==> config.mk <==
export PLATFORM = sky130hd
export DESIGN_NAME = mux_sel_arbiter_flat
export DESIGN_NICKNAME = d
export VERILOG_FILES = /design/src/rtl/mux_sel_arbiter_if.sv /design/src/rtl/mux_sel_arbiter.sv /design/src/flat_wrapper.sv
export SDC_FILE = /design/constraint.sdc
export NUM_CORES = 1
export LEC_CHECK = 0
export ABC_AREA = 1
export CAP_MARGIN = 0
export CORE_ASPECT_RATIO = 0.8
export CORE_MARGIN = 3
export CORE_UTILIZATION = 42
export DETAILED_ROUTE_END_ITERATION = 7
export GPL_TIMING_DRIVEN = 0
export PLACE_DENSITY_LB_ADDON = 0.12
export SLEW_MARGIN = 40
export SYNTH_ARGS = -nofsm -noshare
export SYNTH_HDL_FRONTEND = slang
export SYNTH_SLANG_ARGS = --single-unit
==> constraint.sdc <==
create_clock -name clk -period 1.15 [get_ports clk]
set_input_delay 0.1725 -clock clk [delete_from_list [all_inputs] [get_ports clk]]
set_output_delay 0.1725 -clock clk [all_outputs]
set_load 0.02 [all_outputs]
==> src/rtl/mux_sel_arbiter_if.sv <==
// rtl/mux_sel_arbiter_if.sv - operand streams, output stage and debug counters of the select arbiter
interface mux_sel_arbiter_if #(
  parameter int WIDTH = 4,
  parameter int CNT_W = 8
);
  logic [WIDTH-1:0] a_data;
  logic             a_valid;
  logic             a_ready;
  logic [WIDTH-1:0] b_data;
  logic             b_valid;
  logic             b_ready;
  logic             sel;
  logic [WIDTH-1:0] f_data;
  logic             f_valid;
  logic             f_ready;
  logic [CNT_W-1:0] cnt_a;
  logic [CNT_W-1:0] cnt_b;

  // Arbiter side
  modport slave (
    input  a_data, a_valid, b_data, b_valid, f_ready,
    output a_ready, b_ready, sel, f_data, f_valid, cnt_a, cnt_b
  );

  // Sources and consumer side
  modport master (
    output a_data, a_valid, b_data, b_valid, f_ready,
    input  a_ready, b_ready, sel, f_data, f_valid, cnt_a, cnt_b
  );
endinterface

==> src/rtl/mux_sel_arbiter.sv <==
// rtl/mux_sel_arbiter.sv - round-robin 2:1 operand arbiter with registered mux select and output stage
module mux_sel_arbiter #(
  parameter int WIDTH = 4,
  parameter int CNT_W = 8
) (
  input logic            clk,
  input logic            rst,
  mux_sel_arbiter_if.slave bus
);
  logic [WIDTH-1:0] f_data_q;
  logic             f_valid_q;
  logic             sel_q;
  logic             last_a_q;
  logic [CNT_W-1:0] cnt_a_q;
  logic [CNT_W-1:0] cnt_b_q;

  logic load;
  logic grant_a;
  logic grant_b;

  // Readies depend only on valids, f_ready and state, never on operand data.
  always_comb begin
    load    = !f_valid_q || bus.f_ready;
    grant_a = 1'b0;
    grant_b = 1'b0;
    if (!rst && load) begin
      if (bus.a_valid && bus.b_valid) begin
        grant_a = !last_a_q;
        grant_b = last_a_q;
      end else begin
        grant_a = bus.a_valid;
        grant_b = bus.b_valid;
      end
    end
  end

  always_ff @(posedge clk) begin
    if (rst) begin
      f_data_q  <= '0;
      f_valid_q <= 1'b0;
      sel_q     <= 1'b0;
      last_a_q  <= 1'b0;
      cnt_a_q   <= '0;
      cnt_b_q   <= '0;
    end else if (load) begin
      if (grant_a) begin
        f_data_q  <= bus.a_data;
        sel_q     <= 1'b1;
        f_valid_q <= 1'b1;
        last_a_q  <= 1'b1;
        if (cnt_a_q != {CNT_W{1'b1}})
          cnt_a_q <= cnt_a_q + 1'b1;
      end else if (grant_b) begin
        f_data_q  <= bus.b_data;
        sel_q     <= 1'b0;
        f_valid_q <= 1'b1;
        last_a_q  <= 1'b0;
        if (cnt_b_q != {CNT_W{1'b1}})
          cnt_b_q <= cnt_b_q + 1'b1;
      end else begin
        // Nothing to load: stage empties, data/select keep their stale values.
        f_valid_q <= 1'b0;
      end
    end
  end

  assign bus.a_ready = grant_a;
  assign bus.b_ready = grant_b;
  assign bus.f_data  = f_data_q;
  assign bus.f_valid = f_valid_q;
  assign bus.sel     = sel_q;
  assign bus.cnt_a   = cnt_a_q;
  assign bus.cnt_b   = cnt_b_q;
endmodule

==> src/flat_wrapper.sv <==
// flat-port wrapper written by rule: the top's interface ports become plain ports
module mux_sel_arbiter_flat 
#(
  parameter int WIDTH = 4,
  parameter int CNT_W = 8
)
  (clk, rst, bus_a_data, bus_a_valid, bus_b_data, bus_b_valid, bus_f_ready, bus_a_ready, bus_b_ready, bus_sel, bus_f_data, bus_f_valid, bus_cnt_a, bus_cnt_b);
  mux_sel_arbiter_if #(.WIDTH(WIDTH), .CNT_W(CNT_W)) bus_i ();
  input logic clk;
  input logic rst;
  input wire logic [$bits(bus_i.a_data)-1:0] bus_a_data;
  input wire logic [$bits(bus_i.a_valid)-1:0] bus_a_valid;
  input wire logic [$bits(bus_i.b_data)-1:0] bus_b_data;
  input wire logic [$bits(bus_i.b_valid)-1:0] bus_b_valid;
  input wire logic [$bits(bus_i.f_ready)-1:0] bus_f_ready;
  output wire logic [$bits(bus_i.a_ready)-1:0] bus_a_ready;
  output wire logic [$bits(bus_i.b_ready)-1:0] bus_b_ready;
  output wire logic [$bits(bus_i.sel)-1:0] bus_sel;
  output wire logic [$bits(bus_i.f_data)-1:0] bus_f_data;
  output wire logic [$bits(bus_i.f_valid)-1:0] bus_f_valid;
  output wire logic [$bits(bus_i.cnt_a)-1:0] bus_cnt_a;
  output wire logic [$bits(bus_i.cnt_b)-1:0] bus_cnt_b;
  assign bus_i.a_data = bus_a_data;
  assign bus_i.a_valid = bus_a_valid;
  assign bus_i.b_data = bus_b_data;
  assign bus_i.b_valid = bus_b_valid;
  assign bus_i.f_ready = bus_f_ready;
  assign bus_a_ready = bus_i.a_ready;
  assign bus_b_ready = bus_i.b_ready;
  assign bus_sel = bus_i.sel;
  assign bus_f_data = bus_i.f_data;
  assign bus_f_valid = bus_i.f_valid;
  assign bus_cnt_a = bus_i.cnt_a;
  assign bus_cnt_b = bus_i.cnt_b;
  mux_sel_arbiter #(.WIDTH(WIDTH), .CNT_W(CNT_W)) u_core (.clk(clk), .rst(rst), .bus(bus_i));
endmodule
==> run_results.csv <==
group,metric,value,unit
placed_design,placed_area,1700,um2
grt,gr-total-overflow,0,
power,p_leak,0.927,nW
layout,drive_gt1_frac,0.419,
critical_path,path_delay_family,"flip-flops",
floorplan,num_rows,16,
layout,finalNetCount,258,
timing,setup_viol,22,
floorplan,core,2600,um2
outcome,violations,"negative setup slack",
floorplan,dieArea,3610,um2
timing,drv_slew,0,
timing,finalCritPeriodShare,1.13,
timing,finalCriticalPeriod,1.29,ns
route,routed_wirelength,3630,um
power,power.total,1.60,mW
clocking,cts_root_buffer,"clkbuf_4",
floorplan,die_height,54.4,um
clocking,insertion_delay,0.32,ns
timing,fmax,0.772,GHz
synthesis,synth_warnings,0,
route,first_iter_violations,100,
critical_path,required,0.98,ns
placed_design,place_ws,-0.762,ns
synthesis,syn_inst,190,
critical_path,rr_worst_depth,8,
clocking,cts.clk_slew.worst_paths,0.12,ns
clocking,cts_hold_buf,0,
synthesis,ys_seq_area_frac,0.359,
grt,antenna_found_initial,0,
placed_design,routabilityCongestion,0.810,
worst_hold_path,holdCritStartpoint,"rst",
grt,grt_pass1_vias,1269,
layout,diodes,0,
route,viasPerCell,4.97,
clocking,cts-buffers-inserted,3,
timing,tns,-1.69,ns
critical_path,path_class,"reg -> out",
flow_run,maxCapViolCount,0,
route,dr.pass1.iters,4,
critical_path,r2r_slack,-0.11,ns
critical_path,cp-start-kind,"flop",
synthesis,syn_area,1230,um2
timing,setup_slack,-0.145,ns
grt,grt_usage,0.215,
power,power-per-cell-area,832,nW/um2
critical_path,r2r-end,"u_core.bus.cnt_a[7]",
synthesis,avgSynthCellArea,6.46,um2
critical_path,critPathBufInv,1,
layout,area_growth,56.6,%
synthesis,ys_ff_latch,22,
critical_path,critPathArrivalTime,1.12,ns
power,netSwitchingFraction,0.325,
grt,grt_pass1_wl,5890,um
synthesis,ys_types,21,
timing,rsz0062_at_grt,"true",
placed_design,dp_cells,261,
timing,tightest_slew,0.261,ns
power,combinationalPowerShare,0.259,
route,ant_nets,0,
clocking,cts.path.max_buffers,2,
synthesis,syn_nets,205,
clocking,cts_max_level,1,
placed_design,port_buffers,35,
floorplan,io_pins,37,
power,seq_power_share,0.510,
critical_path,crit_fanout,5,
layout,postLayoutCellArea,1920,um2
floorplan,start_util,0.472,
power,p_switching,0.519,mW
power,intPower,1.08,mW
critical_path,cp_slowest_cell,"dfxtp_4",
critical_path,max_stage_delay,0.39,ns
worst_hold_path,hp-class,"in -> reg",
timing,hold_violations,0,
layout,fin_cells,277,
worst_hold_path,hold_depth,2,
power,max-vdd-ir-drop,0.000516,V
worst_hold_path,holdPathEnd,"u_core.bus.cnt_a[2]",
critical_path,crit_path_frequent_cell,"nand2_4",
power,pwr-share-clk,0.231,
placed_design,hpwl,2360,um
route,route.detailed.drc,0,
critical_path,path_cells,"nand2_4 -> nand2_4 -> nor2_8 -> buf_6",
critical_path,end_kind,"output port",
route,wl_per_cell,13.1,um
route,vias,1378,
clocking,cts_tree,"yes",
critical_path,cp.depth,4,
grt,grt_max_degree,12,
critical_path,worstReg2RegStart,"u_core.bus.sel",
timing,skew,0.00931,ns
outcome,status,"finished with violations",
timing,timing.slew.headroom,0.826,
clocking,clkSinkCount,22,
floorplan,fp.dieW,66.4,um
-- worst max path at each step --
stage	from	end	slack, ns
final	u_core.bus.sel	bus_a_ready	-0.14
after CTS	u_core.bus.sel	bus_a_ready	-0.12
after global routing	u_core.bus.cnt_b[1]	u_core.bus.cnt_b[0]	-0.19
after detailed placement	bus_a_valid	bus_b_ready	-0.76
after global placement	bus_f_ready	bus_a_ready	-0.77
after floorplan	u_core.bus.cnt_b[0]	u_core.bus.cnt_b[2]	-0.07
-- per-layer routing --
layer	vias up	global-route usage	wire, um
met4	0	0.0236	16
li1	702	-	-
met2	54	0.372	1840
met3	3	0.0513	250
met5	-	0	0
met1	619	0.283	1530
-- cell families after synthesis --
group | count (synthesis) | share of synthesized area
simple gates | 116 | 0.416
flops | 22 | 0.359
xor+xnor | 5 | 0.0357
buf+inv | 25 | 0.0877
compound gates | 20 | 0.0816
fa+ha+maj | 2 | 0.0204
-- per-stage QoR --
step	hold slack (ns)	util
after floorplan	0.368	-
after global placement	0.397	0.655
after detailed placement	0.405	0.655
after CTS	0.0526	0.728
after global routing	0.0453	0.738
final	0.0569	0.738
-- power by group through the flow --
| stage | registers [mW] | clock network, mW | logic (mW) |
|---|---|---|---|
| floorplan | 0.882 | 0 | 0.162 |
| global placement | 0.844 | 0 | 0.344 |
| detailed placement | 0.846 | 0 | 0.355 |
| CTS | 0.820 | 0.373 | 0.397 |
| global route | 0.822 | 0.404 | 0.451 |
| finish | 0.816 | 0.369 | 0.414 |
-- layout make-up --
type,count,area (um2)
plain buffers,2,16.3
clock buffers,3,22.5
fillers,206,681
inverters,23,96.3
multi-input cells,144,885
flip-flops and latches,22,492
well taps,36,45.0
repair buffers,47,365
-- repair_timing --
action | in CTS | in global routing
setup buffers | 8 | 4
resized for setup | 122 | 41
cloned | 1 | 0
setup endpoints to repair | 45 | 40
pin swaps | 11 | 17
-- sequential cells by signal (all words and copies together), names as in the netlist --
name and cells:
u_core.bus.cnt_b 8, u_core.bus.f_valid 1, u_core.bus.sel 1, u_core.bus.cnt_a 8
u_core.bus.f_data 4
-- Yosys cell counts --
library cell,number,share of area
nand3_1,15,0.061
buf_6,1,0.0092
xnor2_1,1,0.0071
inv_1,19,0.058
inv_6,1,0.0071
a21oi_1,12,0.049
nand4_1,1,0.0051
nand2_1,58,0.18
dfxtp_1,22,0.36
inv_2,3,0.0092
buf_2,1,0.0041
nor2_8,1,0.016
nor3_1,1,0.0041
xor2_1,4,0.029
o21ai_0,8,0.033
nor2_2,1,0.0051
nand3b_1,1,0.0061
nor2_4,2,0.018
nor2_1,34,0.10
ha_1,2,0.020
nand2_4,2,0.018
-- cells in the final DEF, fill, tap and decap left out, drive strengths merged, types with 3 or more instances in the layout --
cell type / n
dlygate4sd2: 3
nand2: 60
nand3: 15
dfxtp: 22
clkbuf: 6
xor2: 4
nor2: 39
o21ai: 8
clkdlybuf4s50: 8
buf: 34
inv: 23
a21oi: 12
(Power assumes the default switching activity.)
